File: src/rtl/ami_resp_router.sv
// AMI read-response router: records the source of each issued read in an in-order
// tag FIFO and steers each returning response to that source.

package ami_pkg;
    localparam int AMI_DATA_W = 64;
    localparam int AMI_SIZE_W = 6;

    typedef struct packed {
        logic                  valid;
        logic [AMI_DATA_W-1:0] data;
        logic [AMI_SIZE_W-1:0] size;
    } ami_response_t;
endpackage

module ami_resp_router
    import ami_pkg::*;
#(
    parameter int LOG_DEPTH = 6
) (
    input  logic                 clk,
    input  logic                 rst_n,
    input  logic                 issue_fire,
    input  logic                 issue_is_write,
    input  logic                 issue_src,
    output logic                 issue_stall,
    input  ami_response_t        mem_resps,
    output logic                 mem_resp_grants,
    output ami_response_t        mem_resps_internal,
    input  logic                 mem_resp_grants_internal,
    output ami_response_t        mem_resps_app,
    input  logic                 mem_resp_grants_app,
    output logic [LOG_DEPTH:0]   outstanding,
    output logic                 err_overflow,
    output logic                 err_orphan
);

    localparam int DEPTH = 1 << LOG_DEPTH;
    localparam int CNT_W = LOG_DEPTH + 1;

    logic [LOG_DEPTH-1:0] wr_ptr_q, wr_ptr_d;
    logic [LOG_DEPTH-1:0] rd_ptr_q, rd_ptr_d;
    logic [CNT_W-1:0]     outstanding_q, outstanding_d;
    logic                 err_overflow_q, err_overflow_d;
    logic                 err_orphan_q, err_orphan_d;
    logic                 tag_q [DEPTH];

    logic full, empty, head, is_read, push, pop;

    // Full/empty come from registered state only, so issue_stall has no path from issue_*.
    assign full    = (outstanding_q == CNT_W'(DEPTH));
    assign empty   = (outstanding_q == '0);
    assign head    = tag_q[rd_ptr_q];
    assign is_read = issue_fire && !issue_is_write;
    assign push    = is_read && !full;

    always_comb begin
        mem_resps_internal = '0;
        mem_resps_app      = '0;
        // With nothing outstanding every response is an orphan and is discarded.
        mem_resp_grants    = 1'b1;
        if (!empty) begin
            if (head) begin
                mem_resps_app   = mem_resps;
                mem_resp_grants = mem_resp_grants_app;
            end else begin
                mem_resps_internal = mem_resps;
                mem_resp_grants    = mem_resp_grants_internal;
            end
        end
    end

    assign pop = !empty && mem_resps.valid && mem_resp_grants;

    always_comb begin
        wr_ptr_d       = wr_ptr_q + LOG_DEPTH'(push);
        rd_ptr_d       = rd_ptr_q + LOG_DEPTH'(pop);
        outstanding_d  = outstanding_q + CNT_W'(push) - CNT_W'(pop);
        err_overflow_d = err_overflow_q | (is_read && full);
        err_orphan_d   = err_orphan_q | (empty && mem_resps.valid);
    end

    // NOTE: sequential state uses non-blocking assignments so every flop samples pre-edge values.
    always_ff @(posedge clk or negedge rst_n) begin
        if (!rst_n) begin
            wr_ptr_q       <= '0;
            rd_ptr_q       <= '0;
            outstanding_q  <= '0;
            err_overflow_q <= 1'b0;
            err_orphan_q   <= 1'b0;
        end else begin
            wr_ptr_q       <= wr_ptr_d;
            rd_ptr_q       <= rd_ptr_d;
            outstanding_q  <= outstanding_d;
            err_overflow_q <= err_overflow_d;
            err_orphan_q   <= err_orphan_d;
        end
    end

    // NOTE: tag storage is not reset; entries are only read after being written, and an
    // unreset array maps onto plain RAM/regfile cells.
    always_ff @(posedge clk) begin
        if (push) tag_q[wr_ptr_q] <= issue_src;
    end

    assign issue_stall  = full;
    assign outstanding  = outstanding_q;
    assign err_overflow = err_overflow_q;
    assign err_orphan   = err_orphan_q;

endmodule

File: config.mk
export PLATFORM = sky130hd
export DESIGN_NAME = ami_resp_router
export DESIGN_NICKNAME = d
export VERILOG_FILES = /design/src/rtl/ami_resp_router.sv
export SDC_FILE = /design/constraint.sdc
export NUM_CORES = 1
export LEC_CHECK = 0
export ABC_CLOCK_PERIOD_IN_PS = 7550
export BUFFER_PORTS_ARGS = -buffer_cell sky130_fd_sc_hd__buf_2
export CAP_MARGIN = 5
export CELL_PAD_IN_SITES_DETAIL_PLACEMENT = 1
export CELL_PAD_IN_SITES_GLOBAL_PLACEMENT = 2
export CORE_AREA = 5 5 139 141
export DETAILED_ROUTE_END_ITERATION = 8
export DIE_AREA = 0 0 144 146
export MAX_ROUTING_LAYER = met4
export PLACE_DENSITY = 0.87
export SLEW_MARGIN = 15
export SYNTH_ARGS = -nofsm -noshare
export SYNTH_HDL_FRONTEND = slang
export SYNTH_SLANG_ARGS = --single-unit
export TNS_END_PERCENT = 10
File: constraint.sdc
create_clock -name clk -period 7.55 [get_ports clk]
set_clock_uncertainty 0.2 [all_clocks]
set_input_delay 0.755 -clock clk [delete_from_list [all_inputs] [get_ports clk]]
set_output_delay 0.755 -clock clk [all_outputs]
set_load 0.005 [all_outputs]
Word-level counts from Yosys, hierarchy flattened

Memories as Yosys holds them, arrays and structs flattened.
Cells that the tools add are included.

Output and inout port bits: 153
Bits in registers: 21
Bits in writable memories: 64
Input bits: 78
Word-level logic and storage cells: 31
Memories: 1

Memories:

| name  | words | width | rd ports | clocked after memory_dff | write ports | line | source |
|---|---|---|---|---|---|---|---|
| tag_q | 64    | 1     | 1        | 0                        | 1           | 45   | `logic tag_q [DEPTH];` |

Reductions and logical operators: 10
Add/sub/neg operators: 4
Bitwise logic cells: 2
Multiplexer cells: 8
Equality and inequality tests: 1

Operator list:

| kind                                        | count |
|---|---|
| 71-bit 2-to-1 mux                           | 4 |
| 6-bit by 1-bit adder with 6-bit output      | 2 |
| 7-bit by 1-bit adder with 7-bit output      | 1 |
| 7-bit == test (second input constant)       | 1 |
| 7-bit zero test                             | 1 |
| 7-bit by 1-bit subtractor with 7-bit output | 1 |
| 1-bit logical AND                           | 6 |
| 1-bit 2-to-1 mux                            | 4 |
| 1-bit zero test                             | 3 |
| 1-bit bitwise OR                            | 2 |

Longest topological paths before layout

Word-level depth: 5
Depth in mapped cells: 19
Depth with buffers taken out: 17

Worst setup path after synthesis

Ideal clock, no wire load.

Path type: reg2reg
Start: register rd_ptr_q[0]
End: register outstanding_q[6], in the netlist outstanding[6]
Buffers on the path: 2
Stages on the path, launching flop included: 20
Data arrival time: 3572 ps
Slack: 3653 ps
Period minus slack after synthesis: 3897 ps
Required time: 7225 ps
Path through: dfrtp_1 buf_6 buf_12 or3b_4 o221ai_2 a211oi_1 a311o_2 a21bo_2 a21oi_1 ha_1 inv_1 ha_1 inv_1 fa_1 nand2b_1 a21oi_1 o21ai_0 a21oi_1 nor2_1 xnor2_1

Cells in the longest elaborated chain, start to end: 5

RTL lines:

| element                                     | line | source |
|---|---|---|
| start: declaration                          | 41   | `logic [LOG_DEPTH-1:0] rd_ptr_q, rd_ptr_d;` |
| start signal: assignment                    | 92   | `rd_ptr_q <= rd_ptr_d;` |
| memory read 64 x 1 bit                      | -    |  |
| 1-bit 2-to-1 mux                            | 62   | `if (head) begin` |
| 1-bit 2-to-1 mux                            | 61   | `if (!empty) begin` |
| 1-bit logical AND                           | 72   | `assign pop = !empty && mem_resps.valid && mem_resp_grants;` |
| 7-bit by 1-bit subtractor with 7-bit output | 77   | `outstanding_d = outstanding_q + CNT_W'(push) - CNT_W'(pop);` |
| net outstanding_d[6]                        | 42   | `logic [CNT_W-1:0] outstanding_q, outstanding_d;` |
| end signal: assignment                      | 93   | `outstanding_q <= outstanding_d;` |
| end: declaration                            | 42   |  |

The timed path passes the listed nets, and every way through them passes these cells.

==> metrics.cfg <==
[timing]
finalCritPeriodShare_pct=69.27
finalSetupViolCount=0
tns_ns=0
period_minus_slack_ns=5.230
relSlewSlack_pct=29.00
final-hold-violation-count=0
max_freq_mhz=191.2
worstMarginPinSlew_ns=1.065
rsz0062_at_grt=no
drv_slew=0

[finish]
final_common_cell=buf_2
final_cell_mix=230 x buf_2, 165 x nor2_1, 83 x nand2_1
num-nets-final=834
area_growth_pct=28.45
utilization_pct=38.09
drive_above_1_share_pct=42.84
fin_area_mm2=0.006795
finalNonFillerCells=978

[drt]
vias_per_cell=4.579
drt-pass1-iter-count=4
totalWireLength_mm=17.62
drc=0
antenna_left=0
wire_per_inst_um=18.02
drtIter0Drc=311
num_vias=4478

[clocking]
path_clk_slew_ns=0.07
cts_hold_buf=0
clk-insertion-delay-late_ns=0.35
cts_made_buffers=9
cts_sinks=85
clockBufferDepth=2
root_buffer=clkbuf_16
cts_setup_buffers=0
cts_tree=yes
htree_levels=3
cts_resized=0

[global_routing]
grt_pass1_wl_mm=25.99
track_usage_pct=16.60
grt_overflow=0
first_global_vias=4522
antenna_found_initial=2
grt_max_degree=74

[floorplan]
rows=49
dieWidth_um=144
die_h_um=146
ios=231
coreArea_mm2=0.01784
start_util_pct=29.65
dieArea_mm2=0.02102

[critical_path]
crit_arrival_ns=4.28
end_kind=output port
criticalPathCategory=flip-flop to output port
cp_max_fo=50
worstPathRequired_ns=6.59
start_kind=flip-flop

[synthesis]
synth_nets=625
yosys-top-cells-area=edfxtp_1 36%, nor2_1 12%, nor2_4 10%
synth_area_mm2=0.005290
syn_inst=533
synth_top_cell_by_area=edfxtp_1
yosysTopAreaCellShare_pct=36.33
ys_warn_count=0
synth_cell_types=45
ys_seq_area_share_pct=46.26
syn_area_per_cell_um2=9.925
ys_ff_latch=85

[status]
status=complete, no violations

[pwr]
peakVddDrop_v=0.0002902
p_leak_nw=3.155
power_density_mw_per_mm2=494.1

[min_path]
hold_path_class=primary input to asynchronous set/reset pin

[place]
dpl-instance-area_mm2=0.006475
portBuffers=230
dp_hpwl_mm=13.65
gp_congestion=0.8487
dp.cells=960

[run]
drv_cap=0

cell usage after synthesis, drive strengths merged:
| library cell | instances |
|---|---|
| inv | 15 |
| a21oi | 5 |
| nand3b | 3 |
| a211o | 1 |
| o21bai | 3 |
| mux2i | 8 |
| o22ai | 2 |
| or3b | 2 |
| and2 | 3 |
| nand3 | 8 |
| a21bo | 1 |
| a22oi | 2 |
| or3 | 1 |
| or2 | 1 |
| a211oi | 3 |
| edfxtp | 64 |
| nand4 | 1 |
| nand2b | 4 |
| a22o | 2 |
| buf | 22 |
| o21ai | 1 |
| nor4bb | 1 |
| xnor2 | 9 |
| nor2 | 215 |
| ha | 13 |
| xor2 | 5 |
| o221ai | 2 |
| clkbuf | 13 |
| fa | 1 |
| mux4 | 12 |
| a21o | 1 |
| nand2 | 84 |
| dfrtp | 21 |
| nor2b | 3 |
| a311o | 1 |
metrics by stage:
stage                     hold slack, ns  total power [mW]  worst slack (ns)
after floorplan                   0.2594             2.279             3.653
final                             0.1842             3.358             2.320
after CTS                         0.2132             3.430             2.221
after detailed placement          0.2568             2.968             2.646
after global routing              0.2257             3.609             2.073
after global placement            0.2559             2.933             2.749
power by group:
part / total [mW] / switching (mW) / internal (mW)
registers: 0.684 / 0.115 / 0.569
clock network: 0.454 / 0.183 / 0.271
logic: 2.22 / 1.27 / 0.947
total: 3.36 / 1.57 / 1.79
final cells by class:
type / instances / area, um2
Timing Repair Buffer: 233 / 1174
Antenna cell: 2 / 5.005
Fill cell: 2145 / 11050
Inverter: 15 / 56.30
Clock buffer: 12 / 289.0
Sequential cell: 85 / 2447
Multi-Input combinational cell: 398 / 2511
Tap cell: 229 / 286.5
Clock inverter: 4 / 26.28
worst paths after layout:
path / from / end / slack (ns) / cells past startpoint
setup / recovery: rd_ptr_q[0] / mem_resps_app[1] / 2.32 / 8
hold / removal: rst_n / wr_ptr_q[5] / 0.18 / 1
setup reg to reg: rd_ptr_q[0] / outstanding[6] / 2.86 / 17
hold reg to reg: err_overflow / err_overflow / 0.26 / 1
max in group asynchronous: rst_n / err_orphan / 6.59 / 1
min in group clk: err_overflow / err_overflow / 0.26 / 1
registers in the layout (all words and copies together), names as in the netlist:
name          count
wr_ptr_q          6
err_overflow      1
outstanding       7
err_orphan        1
tag_q            64
rd_ptr_q          6
cells by family (layout without fill, tap and decap cells):
family,count (synthesis),count (layout),synth area share (%)
AND/OR/NAND/NOR,326,326,31.55
adder cells (fa/ha/maj),14,14,3.453
multiplexers,20,20,6.623
AO/OA/AOI/OAI,24,24,3.429
other,0,2,0
XOR/XNOR,14,14,2.318
buffers and inverters,50,264,6.362
flip-flops,85,85,46.26
layer usage:
| layer | vias to the layer above | share of wire [%] | track usage, % | wire (um) |
|---|---|---|---|---|
| met5 | - | 0 | - | 0 |
| met4 | 0 | 2.2 | 4.944 | 382 |
| met3 | 26 | 8.2 | 4.568 | 1438 |
| met2 | 154 | 51 | 28.91 | 8922 |
| met1 | 2125 | 39 | 18.35 | 6878 |
| li1 | 2173 | - | - | - |
critical path, cell delays in order (launching register included):
cell and delay [ns]:
dfrtp_1 0.89, mux4_2 0.60, a22o_1 0.25, a211oi_1 0.23, a311o_2 0.21, and2_4 0.83, buf_4 0.65, nor2_4 0.07
buf_2 0.15
(Power assumes the default switching activity.)
